## config.mk

```make
export PLATFORM = sky130hd
export DESIGN_NAME = score_keeper
export DESIGN_NICKNAME = d
export VERILOG_FILES = /design/src/rtl/score_keeper_pkg.sv /design/src/rtl/score_keeper.sv
export SDC_FILE = /design/constraint.sdc
export NUM_CORES = 1
export LEC_CHECK = 0
export BUFFER_PORTS_ARGS = -buffer_cell sky130_fd_sc_hd__buf_2
export CORE_MARGIN = 5
export CORE_UTILIZATION = 52
export DETAILED_ROUTE_END_ITERATION = 8
export GPL_TIMING_DRIVEN = 0
export HOLD_SLACK_MARGIN = 0.12
export PLACE_DENSITY = 0.77
export SLEW_MARGIN = 20
export SYNTH_ARGS = -nofsm -noshare
export SYNTH_HDL_FRONTEND = slang
export SYNTH_SLANG_ARGS = --single-unit
export TNS_END_PERCENT = 1
```

## constraint.sdc

```tcl
create_clock -name clk -period 3 [get_ports clk]
set_input_delay 0.3 -clock clk [delete_from_list [all_inputs] [get_ports clk]]
set_output_delay 0.3 -clock clk [all_outputs]
set_load 0.05 [all_outputs]
```

## src/rtl/score_keeper_pkg.sv

```systemverilog
// Shared constants and FSM encoding for the score keeper and its view blocks.
// Pure declarations: no latency, no flow control.
package score_keeper_pkg;

  localparam int MAX_PLAYERS = 4;
  localparam int MAX_SCORE   = 99;
  localparam int SCORE_W     = 7;
  localparam int PIDX_W      = 3;

  typedef enum logic [1:0] {
    ST_IDLE = 2'd0,
    ST_PLAY = 2'd1,
    ST_RANK = 2'd2,
    ST_DONE = 2'd3
  } state_t;

  // Requested player count folded into the legal 1..MAX_PLAYERS range.
  function automatic logic [PIDX_W-1:0] clamp_count(input logic [PIDX_W-1:0] req);
    if (req == '0) begin
      return PIDX_W'(1);
    end else if (req > PIDX_W'(MAX_PLAYERS)) begin
      return PIDX_W'(MAX_PLAYERS);
    end else begin
      return req;
    end
  endfunction

endpackage

```

## src/rtl/score_keeper.sv

```systemverilog
// Score keeper: saturating per-player scores, then a serial ranking scan to pick the winner.
// Adds land 1 cycle later; game_over rises player_count+1 cycles after ranking starts; no backpressure.
module score_keeper #(
  parameter int TARGET    = 30,
  parameter int MAX_SCORE = score_keeper_pkg::MAX_SCORE
) (
  input  logic       clk,
  input  logic       rst,
  input  logic       start,
  input  logic [2:0] player_count_in,
  input  logic       add_valid,
  input  logic [2:0] add_player,
  input  logic [3:0] add_points,
  input  logic       finish,
  output logic [2:0] player_count,
  output logic [6:0] player1_score,
  output logic [6:0] player2_score,
  output logic [6:0] player3_score,
  output logic [6:0] player4_score,
  output logic [2:0] winner,
  output logic       game_over,
  output logic       busy
);
  import score_keeper_pkg::*;

  localparam logic [7:0] SAT_8 = 8'(MAX_SCORE);
  localparam logic [7:0] TGT_8 = 8'(TARGET);

  state_t                  state_q, state_d;
  logic [PIDX_W-1:0]       pc_q, pc_d;
  logic [SCORE_W-1:0]      score_q [MAX_PLAYERS];
  logic [SCORE_W-1:0]      score_d [MAX_PLAYERS];
  logic [PIDX_W-1:0]       winner_q, winner_d;
  logic                    go_q, go_d;
  logic                    busy_q, busy_d;
  logic [PIDX_W-1:0]       idx_q, idx_d;
  logic [PIDX_W-1:0]       best_idx_q, best_idx_d;
  logic [SCORE_W-1:0]      best_sc_q, best_sc_d;

  logic                    add_ok;
  logic [1:0]              add_slot;
  logic [7:0]              sum_8;
  logic [SCORE_W-1:0]      sat_sum;
  logic [1:0]              scan_slot;
  logic [SCORE_W-1:0]      scan_sc;

  always_comb begin
    add_ok    = add_valid && (add_player != '0) && (add_player <= pc_q);
    add_slot  = add_player[1:0] - 2'd1;
    // Widen before adding so a near-ceiling score cannot wrap.
    sum_8     = {1'b0, score_q[add_slot]} + {4'b0000, add_points};
    sat_sum   = (sum_8 > SAT_8) ? SAT_8[SCORE_W-1:0] : sum_8[SCORE_W-1:0];
    scan_slot = idx_q[1:0] - 2'd1;
    scan_sc   = score_q[scan_slot];

    state_d    = state_q;
    pc_d       = pc_q;
    score_d    = score_q;
    winner_d   = winner_q;
    go_d       = go_q;
    busy_d     = busy_q;
    idx_d      = idx_q;
    best_idx_d = best_idx_q;
    best_sc_d  = best_sc_q;

    if (start) begin
      state_d    = ST_PLAY;
      pc_d       = clamp_count(player_count_in);
      for (int i = 0; i < MAX_PLAYERS; i++) score_d[i] = '0;
      winner_d   = '0;
      go_d       = 1'b0;
      busy_d     = 1'b0;
      idx_d      = '0;
      best_idx_d = '0;
      best_sc_d  = '0;
    end else begin
      case (state_q)
        ST_PLAY: begin
          if (add_ok) score_d[add_slot] = sat_sum;
          if ((add_ok && ({1'b0, sat_sum} >= TGT_8)) || finish) begin
            state_d    = ST_RANK;
            idx_d      = PIDX_W'(1);
            best_idx_d = '0;
            best_sc_d  = '0;
          end
        end
        ST_RANK: begin
          if (idx_q <= pc_q) begin
            // Strictly-greater replacement keeps ties on the lowest index.
            if ((best_idx_q == '0) || (scan_sc > best_sc_q)) begin
              best_idx_d = idx_q;
              best_sc_d  = scan_sc;
            end
            idx_d  = idx_q + PIDX_W'(1);
            busy_d = 1'b1;
          end else begin
            winner_d = best_idx_q;
            go_d     = 1'b1;
            busy_d   = 1'b0;
            state_d  = ST_DONE;
          end
        end
        default: ;
      endcase
    end
  end

  always_ff @(posedge clk or posedge rst) begin
    if (rst) begin
      state_q    <= ST_IDLE;
      pc_q       <= PIDX_W'(1);
      for (int i = 0; i < MAX_PLAYERS; i++) score_q[i] <= '0;
      winner_q   <= '0;
      go_q       <= 1'b0;
      busy_q     <= 1'b0;
      idx_q      <= '0;
      best_idx_q <= '0;
      best_sc_q  <= '0;
    end else begin
      state_q    <= state_d;
      pc_q       <= pc_d;
      score_q    <= score_d;
      winner_q   <= winner_d;
      go_q       <= go_d;
      busy_q     <= busy_d;
      idx_q      <= idx_d;
      best_idx_q <= best_idx_d;
      best_sc_q  <= best_sc_d;
    end
  end

  assign player_count  = pc_q;
  assign player1_score = score_q[0];
  assign player2_score = score_q[1];
  assign player3_score = score_q[2];
  assign player4_score = score_q[3];
  assign winner        = winner_q;
  assign game_over     = go_q;
  assign busy          = busy_q;

endmodule

```

* Word level (Yosys, flattened, before mapping)
Index checks and enable logic that the tools add are counted.
** Storage, ports and cells
- Bits of input ports :: 15
- Word-level logic and storage cells :: 94
- Output and inout port bits :: 36
- Bits in registers :: 51
** Operators by class
- Equality and inequality tests :: 7
- Bitwise gates (word level) :: 2
- $add $sub $neg :: 4
- $lt $le $gt $ge :: 9
- Reductions and logical operators :: 18
- Muxes and demuxes :: 42
** Operators by type and width (number)
- $mux W28 :: 3
- $mux W7 :: 10
- $mux W3 :: 12
- $bmux W7 S2 :: 2
- $bwmux W28 :: 1
- $demux W7 S2 :: 1
- $pmux W7 S2 :: 1
- $ne A3 B3 Y1 const B :: 4
- $pmux W3 S2 :: 2
- $add A7 B4 Y8 :: 1
- $gt A8 B7 Y1 const B :: 1
- $ge A7 B5 Y1 const B :: 1
- $gt A7 B7 Y1 :: 1
- $ge A3 B3 Y1 const B :: 2
- $le A3 B3 Y1 :: 2
- $logic_not A3 Y1 :: 2
- $mux W1 :: 6
- $mux W2 :: 3
- $not A2 Y3 :: 2
- $reduce_and A3 Y1 :: 2
- $reduce_bool A2 Y1 :: 3
- $reduce_bool A3 Y1 :: 2
- $logic_and A1 B1 Y1 :: 4
- $pmux W2 S2 :: 1
- 10 further kinds :: 13

* Logic depth before layout (Yosys ltp)
Gate-level depths: netlist of run 1.
- Depth in word-level cells :: 14
- Gate-level depth with buffers :: 14

* Worst setup path before layout of run 1
OpenSTA, ideal clock, no wires.
- Kind :: in2reg
- Start point :: in add_player[0]
- End point :: reg best_idx_q[0]
- Setup time :: 0.130 ns
- Arrival time :: 3.398 ns
- Required time :: 2.870 ns
- Setup slack :: -0.528 ns
- Stages :: 14
- Cell sequence :: buf_6 inv_1 ha_1 clkbuf_1 mux4_1 ha_1 fa_1 a21o_1 a21o_1 a21o_1 o31ai_2 o221ai_2 a22oi_4 o21ai_2
** Between the ends
- Word-level cells in the longest chain between the ends :: 13
** RTL lines
- start: declaration :: RTL line score_keeper.sv:12 : input logic [2:0] add_player,
- $sub A2 B1 Y2 :: RTL line score_keeper.sv:49 : add_slot = add_player[1:0] - 2'd1;
- $not A2 Y3 (not written as such) :: RTL line score_keeper.sv:51 : sum_8 = {1'b0, score_q[add_slot]} + {4'b0000, add_points};
- $bmux W7 S2 :: RTL line score_keeper.sv:51
- $mux W7 (not written as such) (2 in series) :: RTL line score_keeper.sv:51
- $add A7 B4 Y8 :: RTL line score_keeper.sv:51
- $gt A8 B7 Y1 :: RTL line score_keeper.sv:52 : sat_sum = (sum_8 > SAT_8) ? SAT_8[SCORE_W-1:0] : sum_8[SCORE_W-1:0];
- $mux W7 :: RTL line score_keeper.sv:52
- $ge A7 B5 Y1 :: RTL line score_keeper.sv:80 : if ((add_ok && ({1'b0, sat_sum} >= TGT_8)) || finish) begin
- $logic_and A1 B1 Y1 (*) :: RTL line score_keeper.sv:80
- $logic_or A1 B1 Y1 (*) :: RTL line score_keeper.sv:80
- $ne A3 B3 Y1 (no source line) (*)
- $reduce_and A4 Y1 (no source line) (*)
- end signal: assignment :: RTL line score_keeper.sv:127 : best_idx_q <= best_idx_d;
- end: declaration :: RTL line score_keeper.sv:37 : logic [PIDX_W-1:0] best_idx_q, best_idx_d;
Mark *: on every way between the ends. The rest lies on a longest branch, timed or not. The select of a mux whose other input is x is not followed.
A chain may end at the register's enable or synchronous reset.

* Worst setup path in the final report of run 1
- Start point :: in add_player[0]
- End point :: reg best_idx_q[1]
Same word-level chain as after synthesis.

==> reports/qor.csv, run 1 <==
metric;value;unit
synthMuxAreaShare;11.8;%
async_reset_ff_share;100;%
hold_path_class;in -> reg;
dpl_cell_area;3620;µm²
gr-total-overflow;0;
cap_violations;0;
grt_use_met2;40.3;%
post-route-util;67.6;%
area_delta_synth_final;24.6;%
final_area;4050;µm²
cts_made_buffers;5;
setup_viol;22;
crit_type;in -> reg;
fin_crit_sh;107;%
crit_buf_inv;5;
syn_area_per_cell;9.85;µm²
final_cells;483;
cts.reportedPaths.clkPinSlew;0.10;ns
crit_fanout;7;
grt_pass1_vias;2881;
ctsHtreeMaxLevel;2;
violations;setup timing;
power;1.61;mW
synthAdderAreaFrac;9.08;%
drtAntennaViolNets;0;
antenna_found_initial;0;
grt_pass1_wl;14700;µm
vias;2926;
slew_viol_final;0;
cpPeakStageDelay;0.37;ns
wire_per_inst;18.6;µm
critical_path.top_delay_family;compound AO/OA/AOI/OAI gates;
yosysWarnings;0;
clock_latency;0.33;ns
diodes;0;
drc;0;
portBuffers;49;
cp.required;3.25;ns
rsz0062_at_grt;true;
start_util;54.3;%
core;5990;µm²
arrival;3.44;ns
synth_compound_area_share;18.4;%
critPathLaunchType;input port;
peakVddDrop;268;µV
worstMarginPinSlew;0.752;ns
fmax;0.313;GHz
die_w;89.1;µm
placed_cells;455;
grt_max_degree;29;
max-slew-margin-rel;49.4;%
cp_slowest_cell;a311oi_2;
post_drt_via_cell_ratio;6.06;
grt_busiest_layer;met2;
syn-num-nets;368;
synth_xor_area_share;1.35;%
synth_area;3250;µm²
die_y;89.1;µm
root_buffer;clkbuf_8;
crit_chain;buf_8 -> buf_8 -> inv_6 -> ha_4 -> clkbuf_8 -> mux4_2 -> ha_4 -> fa_2 -> a21o_1 -> a21o_1 -> a311oi_2 -> o31ai_4 -> o221ai_4 -> a22oi_4 -> buf_12 -> o21ai_4;
synth_top_family_by_area;compound AO/OA/AOI/OAI gates;
wl;9010;µm
finalSetupTns;-2.86;ns
clock_skew;0.0143;ns
cts.sink_count;51;
end_kind;flop;
gp_congestion;0.859;
grt_use_total;24.7;%
ys_seq_elements;51;
cts_tree;yes;
grtUsageMet3;5.71;%
drt_iter0_markers;231;
hold_viol;0;
p_leak;1.87;nW
cts_buffer_depth;2;
synth_cells;330;
outcome;finished, violations left;
p_per_area;399;nW/µm²
synth-edff-count;0;
fp-row-count;28;
nets;445;
dieArea;7930;µm²
gr-usage-met1;32.5;%
drive_gt1_share;32.1;%
hpwl;6230;µm
synth.distinct_cells;52;
nFillCells;466;
drt-pass1-iter-count;5;
synth-simple-area-share;15.6;%
min_period;3.20;ns
synthFlopType;dfrtp_1;
seq_area_frac_synth;39.3;%
io_pins;51;
finalWorstSetupSlack;-0.197;ns
[layout make-up]
type                    instances  area (µm²)  share of cell area [%]
inverters                      23        91.3                    2.26
repair buffers                 72         463                    11.4
multi-input cells             242        1940                    47.9
well taps                      75        93.8                    2.32
clock inverters                 3        47.5                    1.17
flip-flops and latches         51        1280                    31.5
plain buffers                  12        67.6                    1.67
clock buffers                   5        68.8                    1.70
[where the power goes]
part           total, mW  internal (mW)  switching [mW]
registers          0.723          0.705          0.0183
logic              0.378          0.143           0.235
clock network      0.513          0.253           0.260
total               1.61           1.10           0.513
[synthesized netlist by cell type (all sizes together), types with 4 or more instances]
master | n | share of area [%]
inv | 23 | 2.7
ha | 22 | 8.5
a21o | 4 | 0.92
dfrtp | 50 | 38
and2 | 5 | 1.0
mux4 | 14 | 10
nor2 | 30 | 3.5
nand3b | 8 | 1.8
a211oi | 9 | 2.1
nor2b | 5 | 0.96
a21oi | 24 | 3.7
nand2 | 49 | 5.7
clkbuf | 11 | 1.3
o21ai | 26 | 5.2
[metal layers]
metal,share of wire (%),vias up
met2,47,139
met5,0,-
met4,2.6,0
li1,-,1336
met1,43,1431
met3,7.7,20
[registers in the layout, indices dropped and copies added (netlist names)]
signal / count
best_sc_q: 7
player1_score: 7
player2_score: 7
player3_score: 7
player4_score: 7
best_idx_q: 3
idx_q: 3
player_count: 3
winner: 3
state_q: 2
busy: 1
game_over: 1
[placed cells by master (no fill, tap or decap), types with 3 or more instances in the layout]
cell type / synthesis / final
o21ai_0: 16 / 9
nand2_1: 49 / 48
inv_1: 23 / 20
a21o_1: 4 / 4
nor2b_1: 5 / 5
dfrtp_1: 50 / 50
xor2_1: 3 / 3
o21ai_1: 0 / 7
a211oi_1: 9 / 7
and2_1: 3 / 3
buf_2: 0 / 49
clkbuf_1: 11 / 8
mux4_1: 4 / 3
o21ai_2: 10 / 9
nand3_1: 3 / 3
buf_4: 0 / 18
clkbuf_8: 0 / 6
mux4_2: 10 / 11
nor2_1: 30 / 29
ha_1: 22 / 19
a21oi_1: 24 / 24
mux2i_1: 3 / 3
nand3b_1: 8 / 8
[through the flow]
stage / hold WS [ns] / worst slack, ns
final: 0.193 / -0.197
after global routing: 0.186 / -0.315
after CTS: 0.195 / -0.228
after detailed placement: 0.414 / -0.966
after global placement: 0.477 / -0.899
after floorplan: 0.400 / -0.321
[logic make-up (layout without fill, tap and decap cells)]
kind of cell | count (synthesis) | after routing
AND/OR/NAND/NOR | 111 | 111
AO/OA/AOI/OAI | 84 | 84
flip-flops | 51 | 51
buffers and inverters | 37 | 115
adder cells (fa/ha/maj) | 23 | 23
multiplexers | 19 | 19
XOR/XNOR | 5 | 5
[worst register-to-register path: cells and delay by family, from the launching register on]
family	cells	cell delay [ns]
compound gates	7	1.48
flops	1	0.40
mux	1	0.52
buf+inv	1	0.18
fa+ha+maj	2	0.54
[what timing repair did]
item,in CTS,in global routing
setup buffers,18,3
pin swaps,11,12
setup endpoints to repair,43,44
gates resized for setup,25,13
hold endpoints to repair,26,0
hold buffers,1,0
[path summary, 6_finish.rpt]
check | slack [ns] | startpoint | endpoint | cells after the start
setup / recovery | -0.20 | add_player[0] | best_idx_q[1] | 16
hold / removal | 0.19 | player_count_in[2] | player_count[1] | 2
setup reg to reg | -0.19 | player1_score[0] | best_idx_q[1] | 11
hold reg to reg | 0.50 | game_over | game_over | 2
max in group asynchronous | 1.83 | rst | player3_score[4] | 4
min in group asynchronous | 0.60 | rst | best_sc_q[4] | 3
No activity file was read; power rests on OpenSTA's default activity.
==> run 2, diff against run 1 <==
- CORE_ASPECT_RATIO: not set -> 0.6
==> reports/qor.csv, run 2 (synthesis results as in run 1) <==
metric;value;unit
min_path_cells;2;
drive_gt1_share;35.0;%
clock_skew;0.0127;ns
hold_path_class;in -> reg;
fin_crit_sh;105;%
nets;446;
finalWorstSetupSlack;-0.157;ns
cts_made_buffers;5;
critPathLaunchType;input port;
violations;setup timing;
fp-row-count;22;
portBuffers;49;
hold_viol;0;
ctsHtreeMaxLevel;2;
crit_type;in -> reg;
slew_viol_final;0;
min_period;3.16;ns
post_drt_via_cell_ratio;5.84;
clock_latency;0.32;ns
antenna_found_initial;0;
diodes;0;
dieArea;7980;µm²
p_leak;1.87;nW
drt-pass1-iter-count;4;
area_delta_synth_final;27.6;%
grt_pass1_wl;14300;µm
hpwl;6670;µm
grt_pass1_vias;2727;
io_pins;51;
max-slew-margin-rel;40.1;%
worstMarginPinSlew;0.891;ns
fmax;0.317;GHz
dp_slack;-1.09;ns
gr-total-overflow;0;
final_area;4150;µm²
cts_buffer_depth;2;
final_cell_mix;nand2_1 (49), dfrtp_1 (49), buf_2 (47), nor2_1 (26), a21oi_1 (23);
cp.required;3.20;ns
arrival;3.36;ns
power;1.53;mW
wire_per_inst;18.7;µm
peakVddDrop;180;µV
setup_viol;33;
core;6080;µm²
reg2reg_depth;11;
start_util;53.4;%
rsz0062_at_grt;true;
hold_ws;0.193;ns
die_y;71.2;µm
cap_violations;0;
grt_max_degree;29;
cts.reportedPaths.clkPinSlew;0.09;ns
root_buffer;clkbuf_8;
end_kind;flop;
gp_congestion;0.899;
vias;2881;
cts.sink_count;51;
p_per_area;369;nW/µm²
outcome;finished, violations left;
die_w;112;µm
finalSetupTns;-2.53;ns
cts_tree;yes;
drtAntennaViolNets;0;
drt_iter0_markers;201;
dpl_cell_area;3630;µm²
grt_use_total;22.9;%
wl;9220;µm
crit_fanout;6;
drc;0;
-- run 2: layer usage --
layer | track usage, % | wire length (µm) | part of all wire (%) | vias up
li1 | - | - | - | 1336
met1 | 34.5 | 4190 | 45 | 1415
met2 | 33.3 | 4130 | 45 | 120
met3 | 6.58 | 838 | 9.1 | 10
met4 | 4.13 | 65 | 0.70 | 0
met5 | 0 | 0 | 0 | -
-- run 2: worst max-delay path: stages --
cell	delay, ns
buf_8	0.08
buf_8	0.10
inv_6	0.03
ha_4	0.25
clkbuf_8	0.14
mux4_2	0.32
ha_4	0.19
fa_2	0.37
a21o_1	0.19
a21o_1	0.22
a21o_1	0.20
o31ai_4	0.33
o221ai_4	0.16
a22oi_4	0.26
buf_12	0.16
o21ai_2	0.05
-- run 2: layout make-up --
class                   instances  area (µm²)
clock buffers                   5        68.8
flip-flops and latches         51        1280
well taps                      84         105
repair buffers                 72         473
fillers                       474        1940
plain buffers                  13        75.1
clock inverters                 3        15.0
inverters                      23        91.3
multi-input cells             242        2040
-- run 2: what timing repair did --
item / 4_1_cts / 5_1_grt
buffers inserted: 17 / 4
hold buffers: 1 / 0
cloned: 0 / 0
setup endpoints to repair: 43 / 42
gates resized for setup: 27 / 35
pin swaps: 11 / 19
endpoints found under the hold margin: 23 / 0
-- run 2: final timing paths --
| kind | to | startpoint | slack [ns] |
|---|---|---|---|
| max | best_sc_q[0] | add_player[0] | -0.16 |
| min | player_count[1] | player_count_in[2] | 0.19 |
| max reg2reg | best_sc_q[0] | player4_score[0] | -0.15 |
| min reg2reg | game_over | game_over | 0.50 |
| max in group asynchronous | player_count[0] | rst | 1.82 |
| min in group asynchronous | best_sc_q[3] | rst | 0.56 |
-- run 2: per-stage QoR --
step | utilization (%) | cells
final | 68.2 | 493
after floorplan | - | 330
after global placement | 59.3 | 463
after global routing | 68.2 | 493
after CTS | 65.3 | 489
after detailed placement | 59.7 | 464
-- run 2: report_power, final --
| part | switching [mW] | total, mW | internal [mW] |
|---|---|---|---|
| Clock | 0.240 | 0.400 | 0.160 |
| Combinational | 0.247 | 0.405 | 0.157 |
| Sequential | 0.0203 | 0.726 | 0.705 |
==> run 3, diff against run 2 <==
- TNS_END_PERCENT: 1 -> not set
==> reports/qor.csv, run 3 (synthesis results as in run 1) <==
metric;value;unit
outcome;finished, violations left;
violations;setup timing;
endpoint;best_idx_q[1];
cap_violations;0;
final_cells;484;
cpPeakStageDelay;0.50;ns
dieArea;7980;µm²
cp.required;3.24;ns
final_common_cell;dfrtp_1;
core;6080;µm²
io_pins;51;
die_w;112;µm
critPathLaunchType;flop;
cp_slowest_cell;mux4_2;
fmax;0.320;GHz
final_cell_mix;dfrtp_1 (50), buf_2 (49), nand2_1 (47), nor2_1 (28);
antenna_found_initial;0;
p_seq_share;47.2;%
timing.rr.end;best_idx_q[1];
portBuffers;49;
drive_gt1_share;34.3;%
grt_use_total;23.2;%
grt_pass1_vias;2736;
switching_share;32.6;%
slew_viol_final;0;
placed_cells;464;
rsz0062_at_grt;true;
hold_ws;0.211;ns
wl;9110;µm
power;1.53;mW
crit_chain;mux4_2 -> ha_4 -> fa_2 -> a21o_1 -> a21o_1 -> a311oi_2 -> o31ai_4 -> o221ai_4 -> a22oi_4 -> buf_12 -> o21ai_2;
power_frac_comb;25.6;%
end_kind;flop;
cts.sink_count;51;
drt-pass1-iter-count;5;
grt_pass1_wl;14400;µm
drtAntennaViolNets;0;
setup_viol;15;
cts_tree;yes;
grt_max_degree;35;
area_delta_synth_final;25.3;%
dpl_cell_area;3670;µm²
finalWorstSetupSlack;-0.122;ns
crit_top_cell;a21o_1;
p_leak;1.83;nW
final_area;4070;µm²
hold_path_class;in -> reg;
switching_power;0.500;mW
gr-total-overflow;0;
vias;2878;
drt_iter0_markers;242;
hpwl;6590;µm
start_util;53.4;%
cts.reportedPaths.clkPinSlew;0.09;ns
min_period;3.12;ns
p_int;1.03;mW
gp_congestion;0.908;
p_per_area;377;nW/µm²
reg2reg_depth;11;
drc;0;
wire_per_inst;18.8;µm
clock_skew;0.0101;ns
cts_made_buffers;5;
fp-row-count;22;
timing.rr.start;player1_score[0];
die_y;71.2;µm
worstMarginPinSlew;0.891;ns
peakVddDrop;215;µV
arrival;3.37;ns
post_drt_via_cell_ratio;5.95;
root_buffer;clkbuf_8;
ctsHtreeMaxLevel;2;
post-route-util;67.0;%
fin_crit_sh;104;%
nets;438;
crit_fanout;8;
clock_latency;0.32;ns
clkPwrFrac;27.2;%
hold_viol;0;
crit_type;reg -> reg;
finalSetupTns;-1.34;ns
dp_slack;-0.879;ns
max-slew-margin-rel;40.1;%
cts_buffer_depth;2;
startpoint;player1_score[0];
r2r_slack;-0.12;ns
diodes;0;
[run 3: what timing repair did]
item                       CTS  global route
pin swaps                   10            14
gates resized for setup     15            27
hold endpoints to repair    17             0
buffers inserted            15             1
hold buffers                 1             0
setup endpoints to repair   30            41
cloned                       0             0
[run 3: area by class of cell]
cell class,count,area (µm²)
Sequential cell,51,1280
Buffer,11,61.3
Timing Repair Buffer,66,428
Multi-Input combinational cell,242,2020
Tap cell,84,105
Fill cell,480,2010
Inverter,23,91.3
Clock buffer,6,82.6
Clock inverter,1,5.00
[run 3: worst min-delay path by stage]
stage                       startpoint               to  slack, ns  cells past startpoint
floorplan           player_count_in[2]  player_count[1]       0.40                      1
global placement             game_over        game_over       0.48                      2
detailed placement                 rst     best_sc_q[2]       0.31                      2
CTS                 player_count_in[2]  player_count[1]       0.20                      2
global route        player_count_in[2]  player_count[1]       0.23                      2
finish              player_count_in[2]  player_count[1]       0.21                      2
[run 3: worst max-delay path, delay by kind of cell, from the launching register on]
| kind | cells | cell delay [ns] |
|---|---|---|
| adder cells (fa/ha/maj) | 2 | 0.55 |
| multiplexers | 1 | 0.50 |
| buffers and inverters | 1 | 0.17 |
| flip-flops | 1 | 0.39 |
| AO/OA/AOI/OAI | 7 | 1.44 |
[run 3: layer usage]
layer	GRT usage [%]	wire length, µm	vias to the layer above
met5	0	0	-
met4	7.33	117	0
met3	6.33	930	11
met2	33.8	3820	148
met1	33.9	4230	1401
li1	-	-	1318
[run 3: power groups by stage]
stage	Sequential [mW]	Combinational [mW]	Clock, mW
floorplan	0.775	0.193	0
global placement	0.737	0.312	0
detailed placement	0.738	0.326	0
CTS	0.723	0.370	0.421
global route	0.727	0.423	0.452
finish	0.725	0.393	0.417
